--- config.mk ---
export PLATFORM = sky130hd
export DESIGN_NAME = mem_port_arbiter
export DESIGN_NICKNAME = d
export VERILOG_FILES = /design/src/rtl/mem_arb_pkg.sv /design/src/rtl/mem_byte_shifter.sv /design/src/rtl/mem_port_arbiter.sv
export SDC_FILE = /design/constraint.sdc
export NUM_CORES = 1
export LEC_CHECK = 0
export ABC_AREA = 1
export CAP_MARGIN = 20
export CORE_ASPECT_RATIO = 0.9
export CORE_MARGIN = 2
export CORE_UTILIZATION = 55
export DETAILED_ROUTE_END_ITERATION = 16
export HOLD_SLACK_MARGIN = 0.06
export PLACE_DENSITY = 0.84
export SYNTH_ARGS = -nofsm -noshare
export SYNTH_HDL_FRONTEND = slang
export SYNTH_HIERARCHICAL = 1
export SYNTH_SLANG_ARGS = --single-unit
--- constraint.sdc ---
create_clock -name clk -period 10.4 [get_ports clk]
set_input_delay 2.6 -clock clk [delete_from_list [all_inputs] [get_ports clk]]
set_output_delay 2.6 -clock clk [all_outputs]
set_load 0.01 [all_outputs]
--- src/rtl/mem_arb_pkg.sv ---
// Shared types and helpers for the byte-serial memory port arbiter.
package mem_arb_pkg;

    typedef enum logic [1:0] {
        Size1B = 2'd0,
        Size2B = 2'd1,
        Size4B = 2'd2,
        Size8B = 2'd3
    } size_e;

    typedef enum logic [2:0] {
        StIdle,
        StRd,
        StWrSetup,
        StWrStrobe,
        StDone
    } state_e;

    localparam logic PORT_IF = 1'b0;
    localparam logic PORT_DM = 1'b1;

    function automatic logic [3:0] bytes_of(size_e size);
        return 4'd1 << size;
    endfunction

endpackage

--- src/rtl/mem_byte_shifter.sv ---
// Big-endian byte serialiser for stores and byte assembler for loads, sharing one register.
module mem_byte_shifter
    import mem_arb_pkg::*;
(
    input  logic        clk,
    input  logic        rst,
    input  logic        load_i,
    input  logic [63:0] load_data_i,
    input  size_e       size_i,
    input  logic        shift_i,
    input  logic [7:0]  shift_byte_i,
    output logic [7:0]  load_byte_o,
    output logic [7:0]  byte_o,
    output logic [63:0] next_result_o
);

    logic [63:0] data_q;
    logic [63:0] aligned;

    // Left-align the used bytes so the most significant one leaves first.
    always_comb begin
        case (size_i)
            Size1B:  aligned = {load_data_i[7:0], 56'd0};
            Size2B:  aligned = {load_data_i[15:0], 48'd0};
            Size4B:  aligned = {load_data_i[31:0], 32'd0};
            default: aligned = load_data_i;
        endcase
    end

    assign load_byte_o   = aligned[63:56];
    assign byte_o        = data_q[63:56];
    assign next_result_o = {data_q[55:0], shift_byte_i};

    always_ff @(posedge clk or posedge rst) begin
        if (rst) begin
            data_q <= '0;
        end else if (load_i) begin
            data_q <= aligned;
        end else if (shift_i) begin
            data_q <= next_result_o;
        end
    end

endmodule

--- src/rtl/mem_port_arbiter.sv ---
// Shares a byte-wide ram between instruction fetch and data memory, one byte beat per access.
module mem_port_arbiter
    import mem_arb_pkg::*;
#(
    parameter int unsigned       MADDR_SZ = 32,
    parameter longint unsigned   MEM_SZ   = 64'd1 << 25
) (
    input  logic                clk,
    input  logic                rst,
    input  logic                if_req,
    input  logic [MADDR_SZ-1:0] if_addr,
    output logic [31:0]         if_rdata,
    output logic                if_done,
    output logic                if_err,
    input  logic                dm_req,
    input  logic                dm_we,
    input  logic [1:0]          dm_size,
    input  logic [MADDR_SZ-1:0] dm_addr,
    input  logic [63:0]         dm_wdata,
    output logic [63:0]         dm_rdata,
    output logic                dm_done,
    output logic                dm_err,
    output logic [MADDR_SZ-1:0] ram_raddr,
    input  logic [7:0]          ram_rdata,
    output logic                ram_re,
    output logic [MADDR_SZ-1:0] ram_waddr,
    output logic [7:0]          ram_wdata,
    output logic                ram_we,
    output logic                busy
);

    state_e  state_q;
    logic    port_q;
    logic    last_dm_q;
    size_e   size_q;
    logic [2:0] beat_q;

    logic                grant_dm;
    logic                any_req;
    size_e               g_size;
    logic [MADDR_SZ-1:0] g_addr;
    logic                g_we;
    logic [3:0]          g_n;
    logic                g_err;
    logic                load_en;
    logic                shift_en;
    logic                last_beat;
    logic [7:0]          load_byte;
    logic [7:0]          cur_byte;
    logic [63:0]         next_result;

    // DM wins a tie unless it took the previous grant.
    assign grant_dm = dm_req && (!if_req || !last_dm_q);
    assign any_req  = if_req || dm_req;
    assign g_size   = grant_dm ? size_e'(dm_size) : Size4B;
    assign g_addr   = grant_dm ? dm_addr : if_addr;
    assign g_we     = grant_dm && dm_we;
    assign g_n      = bytes_of(g_size);
    assign g_err    = ((g_addr & (MADDR_SZ'(g_n) - MADDR_SZ'(1))) != '0) ||
                      ((64'(g_addr) + 64'(g_n) - 64'd1) >= MEM_SZ);

    assign load_en   = (state_q == StIdle) && any_req && !g_err;
    assign shift_en  = (state_q == StRd) || (state_q == StWrSetup);
    assign last_beat = (beat_q == 3'(bytes_of(size_q) - 4'd1));

    mem_byte_shifter u_shifter (
        .clk           (clk),
        .rst           (rst),
        .load_i        (load_en),
        .load_data_i   (g_we ? dm_wdata : 64'd0),
        .size_i        (g_size),
        .shift_i       (shift_en),
        .shift_byte_i  (ram_rdata),
        .load_byte_o   (load_byte),
        .byte_o        (cur_byte),
        .next_result_o (next_result)
    );

    always_ff @(posedge clk or posedge rst) begin
        if (rst) begin
            state_q   <= StIdle;
            port_q    <= PORT_IF;
            last_dm_q <= 1'b0;
            size_q    <= Size1B;
            beat_q    <= '0;
            if_rdata  <= '0;
            if_done   <= 1'b0;
            if_err    <= 1'b0;
            dm_rdata  <= '0;
            dm_done   <= 1'b0;
            dm_err    <= 1'b0;
            ram_raddr <= '0;
            ram_re    <= 1'b0;
            ram_waddr <= '0;
            ram_wdata <= '0;
            ram_we    <= 1'b0;
            busy      <= 1'b0;
        end else begin
            case (state_q)
                StIdle: begin
                    if (any_req) begin
                        port_q    <= grant_dm;
                        last_dm_q <= grant_dm;
                        size_q    <= g_size;
                        beat_q    <= '0;
                        busy      <= 1'b1;
                        if (g_err) begin
                            state_q <= StDone;
                            if (grant_dm) begin
                                dm_done <= 1'b1;
                                dm_err  <= 1'b1;
                            end else begin
                                if_done <= 1'b1;
                                if_err  <= 1'b1;
                            end
                        end else if (g_we) begin
                            state_q   <= StWrSetup;
                            ram_waddr <= g_addr;
                            ram_wdata <= load_byte;
                        end else begin
                            state_q   <= StRd;
                            ram_raddr <= g_addr;
                            ram_re    <= 1'b1;
                        end
                    end
                end
                StRd: begin
                    if (last_beat) begin
                        state_q <= StDone;
                        ram_re  <= 1'b0;
                        if (port_q == PORT_DM) begin
                            dm_rdata <= next_result;
                            dm_done  <= 1'b1;
                        end else begin
                            if_rdata <= next_result[31:0];
                            if_done  <= 1'b1;
                        end
                    end else begin
                        beat_q    <= beat_q + 3'd1;
                        ram_raddr <= ram_raddr + MADDR_SZ'(1);
                    end
                end
                StWrSetup: begin
                    state_q <= StWrStrobe;
                    ram_we  <= 1'b1;
                end
                StWrStrobe: begin
                    ram_we <= 1'b0;
                    if (last_beat) begin
                        state_q <= StDone;
                        dm_done <= 1'b1;
                    end else begin
                        // The shifter advanced during setup, so cur_byte is already the next byte.
                        state_q   <= StWrSetup;
                        beat_q    <= beat_q + 3'd1;
                        ram_waddr <= ram_waddr + MADDR_SZ'(1);
                        ram_wdata <= cur_byte;
                    end
                end
                StDone: begin
                    state_q <= StIdle;
                    if_done <= 1'b0;
                    if_err  <= 1'b0;
                    dm_done <= 1'b0;
                    dm_err  <= 1'b0;
                    busy    <= 1'b0;
                end
                default: state_q <= StIdle;
            endcase
        end
    end

endmodule

# After elaboration in Yosys (flattened, before gate mapping)

Index checks and enable logic that the tools add are counted.

Add/subtract/negate cells: 7
$mul: 0
Div/mod/pow operators: 0
Order comparisons: 1
Eq/ne operators: 21
Shifts and indexed selects: 2
Muxes and demuxes: 53
Bitwise operators: 2
Reductions and logical operators: 36

Operator list:

| kind                                                                    | number |
|---|---|
| 32-bit 2-to-1 mux                                                       | 9 |
| 64-bit 2-to-1 mux                                                       | 3 |
| 64-bit case mux with 3 select lines                                     | 1 |
| 32-bit case mux with 2 select lines                                     | 2 |
| 32-bit by 1-bit adder with 32-bit output, second input constant         | 2 |
| 64-bit by 26-bit >= comparator with 1-bit output, second input constant | 1 |
| 33-bit by 1-bit subtractor with 34-bit output, second input constant    | 1 |
| 32-bit by 4-bit adder with 33-bit output                                | 1 |
| 32-bit bitwise AND                                                      | 1 |
| 8-bit 2-to-1 mux                                                        | 4 |
| 32-bit nonzero test                                                     | 1 |
| 2-bit != test, second input constant                                    | 14 |
| 3-bit 2-to-1 mux                                                        | 6 |
| 1-bit 2-to-1 mux                                                        | 16 |
| 8-bit case mux with 2 select lines                                      | 1 |
| 5-bit AND reduction                                                     | 3 |
| 3-bit case mux with 4 select lines                                      | 1 |
| 2-bit nonzero test                                                      | 6 |
| 1-bit case mux with 2 select lines                                      | 5 |
| 3-bit AND reduction                                                     | 3 |
| 4-bit AND reduction                                                     | 2 |
| 7-bit AND reduction                                                     | 1 |
| 3-bit by 2-bit == test with 1-bit output, second input constant         | 2 |
| 3-bit case mux with 2 select lines                                      | 1 |
| other kinds (24)                                                        | 35 |

Flip-flop bits (word level): 248
Bits in latches: 0
Memory bits (writable): 0
Memory bits (read-only): 0
Bits of input ports: 143
Output and inout port bits: 175
Word-level logic and storage cells: 139
Memories kept: 0

# Depth between registers and ports, before layout

Depth in word-level cells: 12
Depth in mapped cells: 31
Depth with buffers taken out: 30

# Cells and area by module

Netlist, hierarchy kept.

By module, submodules not included:

| module           | instances | cells an instance | area an instance (µm²) | sequential area each (µm²) |
|---|---|---|---|---|
| mem_port_arbiter | 1         | 1747              | 12640.9                | 4604.4 |
| mem_byte_shifter | 1         | 523               | 3751.1                 | 1601.5 |

# Worst setup path before layout

No wires, ideal clock.

Path kind: input-to-reg
Start point: in if_req
End point: reg u_shifter.data_q[38]
Setup time: 0.069 ns
Data arrival time: 5.855 ns
Required time: 10.331 ns
Setup slack: 4.476 ns
Stages on the path: 29
Buffers on the path: 4
Cells stage by stage: nand2_1 > nand2_2 > buf_6 > clkbuf_1 > o21ai_0 > inv_1 > ha_1 > inv_1 > ha_1 > fa_1 > nand2_1 > nand3_1 > nand3_1 > nand2_1 > nand2_1 > nand3_1 > nand2_1 > nand2_1 > nor2_1 > nand2_1 > nor2_4 > nand2_2 > nor2_1 > buf_4 > buf_6 > nand2_1 > o21ai_1 > nand2_1 > nand3_1

Longest elaborated chain between the ends: 12
Elaborated cells on any way between the ends: 25
Those cells by class: add/sub (3); order compare (1); eq/ne (2); shift (1); mux (5); bitwise (1); reduce/logical (12)

RTL lines:

| item                                                                                                           | line                                           | source |
|---|---|---|
| start, declared                                                                                                | mem_port_arbiter.sv:10                         | `input logic if_req,` |
| 1-bit zero test                                                                                                | mem_port_arbiter.sv:53                         | `assign grant_dm = dm_req && (!if_req \|\| !last_dm_q);` |
| 1-bit logical OR                                                                                               | mem_port_arbiter.sv:53                         |  |
| 1-bit logical AND                                                                                              | mem_port_arbiter.sv:53                         |  |
| 2-bit 2-to-1 mux                                                                                               | mem_port_arbiter.sv:55                         | `assign g_size = grant_dm ? size_e'(dm_size) : Size4B;` |
| 1-bit by 2-bit << shifter with 4-bit output                                                                    | mem_arb_pkg.sv:23                              | `return 4'd1 << size;` |
| 32-bit by 4-bit adder with 33-bit output / 4-bit by 1-bit subtractor with 5-bit output (equally long branches) | mem_port_arbiter.sv:60, mem_port_arbiter.sv:59 |  |
| 33-bit by 1-bit subtractor with 34-bit output / 32-bit bitwise AND (equally long branches)                     | mem_port_arbiter.sv:60, mem_port_arbiter.sv:59 |  |
| 64-bit by 26-bit >= comparator with 1-bit output / 32-bit nonzero test (equally long branches)                 | mem_port_arbiter.sv:60, mem_port_arbiter.sv:59 |  |
| 1-bit logical OR                                                                                               | mem_port_arbiter.sv:59                         | `assign g_err = ((g_addr & (MADDR_SZ'(g_n) - MADDR_SZ'(1))) != '0) \|\|` |
| 1-bit zero test                                                                                                | mem_port_arbiter.sv:62                         | `assign load_en = (state_q == StIdle) && any_req && !g_err;` |
| 1-bit logical AND *                                                                                            | mem_port_arbiter.sv:62                         |  |
| named net load_en                                                                                              | mem_port_arbiter.sv:45                         | `logic load_en;` |
| 64-bit 2-to-1 mux / 2-bit nonzero test (equally long branches)                                                 | --                                             |  |
| end signal, assigned                                                                                           | mem_byte_shifter.sv:38                         | `data_q <= aligned;` |
| end signal, assigned                                                                                           | mem_byte_shifter.sv:40                         | `data_q <= next_result_o;` |
| end, declared                                                                                                  | mem_byte_shifter.sv:17                         | `logic [63:0] data_q;` |

The timed path passes the listed nets; every way through them passes the cells marked *.
A chain may end at the register's enable or synchronous reset.

# Final worst setup path

Start point: in if_req
End point: reg u_shifter.data_q[5]

The elaborated chain is that of the path after synthesis.

==> reports/metrics.yaml <==
synthCells: 2270
htreeDepth: 1
die_y_um: 168
place_inst: 2899
ys_async_sr_fraction_pct: 100
gp_congestion: 0.996
worstPathMaxFanout: 83
peakVddDrop_v: 0.000155
avgSynthCellArea_um2: 7.22
cpMostUsedCell: "nand2_1"
cpLargestDelayFamily: "simple AND/OR/NAND/NOR gates"
setup_tns_ns: 0
cp-end-kind: "flop"
final_common_cell: "nand2_1"
relSlewSlack_pct: 16.0
ant_nets: 0
vias: 16847
ff2ff_setup_slack_ns: 4.70
synth_cell_types: 49
grt.total_usage_pct: 36.2
die-area_mm2: 0.0312
clock_skew_ns: 0.0169
synth-seq-cells: 248
p_leak_nw: 9.93
final_cell_mix: "548 x nand2_1, 317 x clkdlybuf4s50_1, 299 x inv_1"
routed.top_layer: "met4"
grt.overflow.total: 0
worst_path_max_delay_cell: "buf_4"
critPathBufInv: 5
reg2reg_depth: 26
status: "complete, no violations"
synth_edf_count: 0
start_util_pct: 56.4
via_per_inst: 5.70
met2_length_um: 25600
hold_buffers: 0
grt_max_degree: 124
totalWireLength_um: 58100
arrival_ns: 8.25
grt_pass1_wl_um: 87600
finalNonFillerCells: 2957
grt_pass1_vias: 15721
die_w_um: 186
dp_hpwl_um: 43300
post_cts_buffers: 0
cts_sinks: 248
ioPinCount: 318
drt_iter0_drc: 2239
drv_slew: 0
hold_depth: 2
critical_path.max_stage_delay_ns: 0.69
post_cts_resized: 0
hold_path.class: "flop to flop"
drive_gt1_share_pct: 11.6
powerDensity_mw_per_mm2: 223
hold_end: "dm_rdata[23]$_DFFE_PP0P_"
seq_area_frac_synth_pct: 37.9
timing_worst_setup_path_type: "input pin to flop"
rows: 59
drv_cap: 0
syn_area_mm2: 0.0164
rsz0062_at_grt: "no"
clk_latency_ns: 0.58
cp.required_ns: 10.89
post-route-drc-count: 0
final_nets: 2720
synth_ff_type: "dfrtp_1"
cts_buffers: 28
setup_viol: 0
tightestPinTransition_ns: 1.25
antenna_found_initial: 2
final_util_pct: 71.0
cts-root-buf: "clkbuf_16"
fmax_mhz: 129
synth_warnings: 6
clk_pin_slew_worst_paths_ns: 0.07
timing.final.crit_period_ns: 7.75
rr_endpoint: "u_shifter/data_q[5]$_DFFE_PP0P_"
cts_tree: "done"
area_delta_synth_final_pct: 26.0
dr_wl_met3_um: 6610
place.port_buffers: 317
clockBufferDepth: 3
wl_met1_um: 23000
rr_startpoint: "last_dm_q$_DFFE_PP0P_"
min-delay-start: "dm_rdata[23]$_DFFE_PP0P_"
critPathLaunchType: "input pin"
wl_per_cell_um: 19.7
post-route-period-util_pct: 74.5
dr.pass1.iters: 6
syn_nets: 2454
core_mm2: 0.0291
final_hold_viol_count: 0
## cell type report
class / count / area (µm²)
diodes: 3 / 7.51
inverters: 317 / 1190
clock inverters: 14 / 184
repair buffers: 340 / 3390
flip-flops and latches: 248 / 6210
fillers: 2374 / 8430
clock buffers: 38 / 778
multi-input cells: 1601 / 8400
well taps: 396 / 495
## per-stage QoR
step                power (mW)  hold WS (ns)  cell area, µm²  setup WS [ns]
finish                    4.60         0.480           20700           2.65
detailed placement        3.52         0.472           19600           2.06
global placement          3.45         0.466           19600           2.28
CTS                       4.56         0.487           20600           2.66
floorplan                 2.71         0.469           16400           2.80
global route              4.85         0.502           20600           2.40
## registers in the layout, summed over array words and instances, names as in the netlist, 2 cells and up
signal / cells
dm_rdata: 64
u_shifter/data_q: 64
if_rdata: 32
ram_raddr: 32
ram_waddr: 32
ram_wdata: 8
beat_q: 3
state_q: 3
size_q: 2
## logic make-up after synthesis
kind of cell / share of synthesized area (%)
muxes: 2.75
AOI/OAI and AO/OA: 13.5
xor gates and xnor gates: 2.40
buffers and inverters: 11.1
and+or+nand+nor: 29.2
adders and majority gates: 3.18
DFF: 37.9
## worst max path at each step
stage / startpoint / endpoint / slack, ns / depth (start not counted)
detailed placement: dm_req / u_shifter/data_q[20]$_DFFE_PP0P_ / 2.06 / 26
floorplan: rst / beat_q[0]$_DFFE_PP0P_ / 2.80 / 1
global route: dm_req / u_shifter/data_q[5]$_DFFE_PP0P_ / 2.40 / 28
global placement: dm_req / u_shifter/data_q[52]$_DFFE_PP0P_ / 2.28 / 27
CTS: dm_req / u_shifter/data_q[20]$_DFFE_PP0P_ / 2.66 / 26
finish: if_req / u_shifter/data_q[5]$_DFFE_PP0P_ / 2.65 / 27
## tightest hold or removal path, cell delays in order, from the launching register on
cell,delay [ns]
dfrtp_1,0.34
nand2_1,0.05
o21ai_0,0.05
## power by group
| part | internal, mW | switching [mW] |
|---|---|---|
| clock | 0.603 | 0.435 |
| sequential | 1.23 | 0.366 |
| combinational | 0.813 | 1.15 |
| total | 2.65 | 1.95 |
## synth_stat cells (all sizes together), types with 11 or more instances
library cell,count,area (µm²)
nor3,28,155
inv,314,1180
or2,39,244
xor2,34,298
o21ai,259,1570
nand3,140,728
xnor2,11,96.3
a21oi,65,325
buf,57,447
mux2,32,360
clkbuf,47,176
ha,40,500
a31oi,26,163
dfrtp,248,6210
nor4,13,81.3
nand4,16,100
nor2,250,996
nand2,602,2400
## layer usage
layer  GRT usage [%]  up-vias
li1                -     7734
met5               0        -
met1            49.8     7838
met2            55.7     1108
met3            7.20      167
met4            15.6        0
No activity file was read; power rests on OpenSTA's default activity.
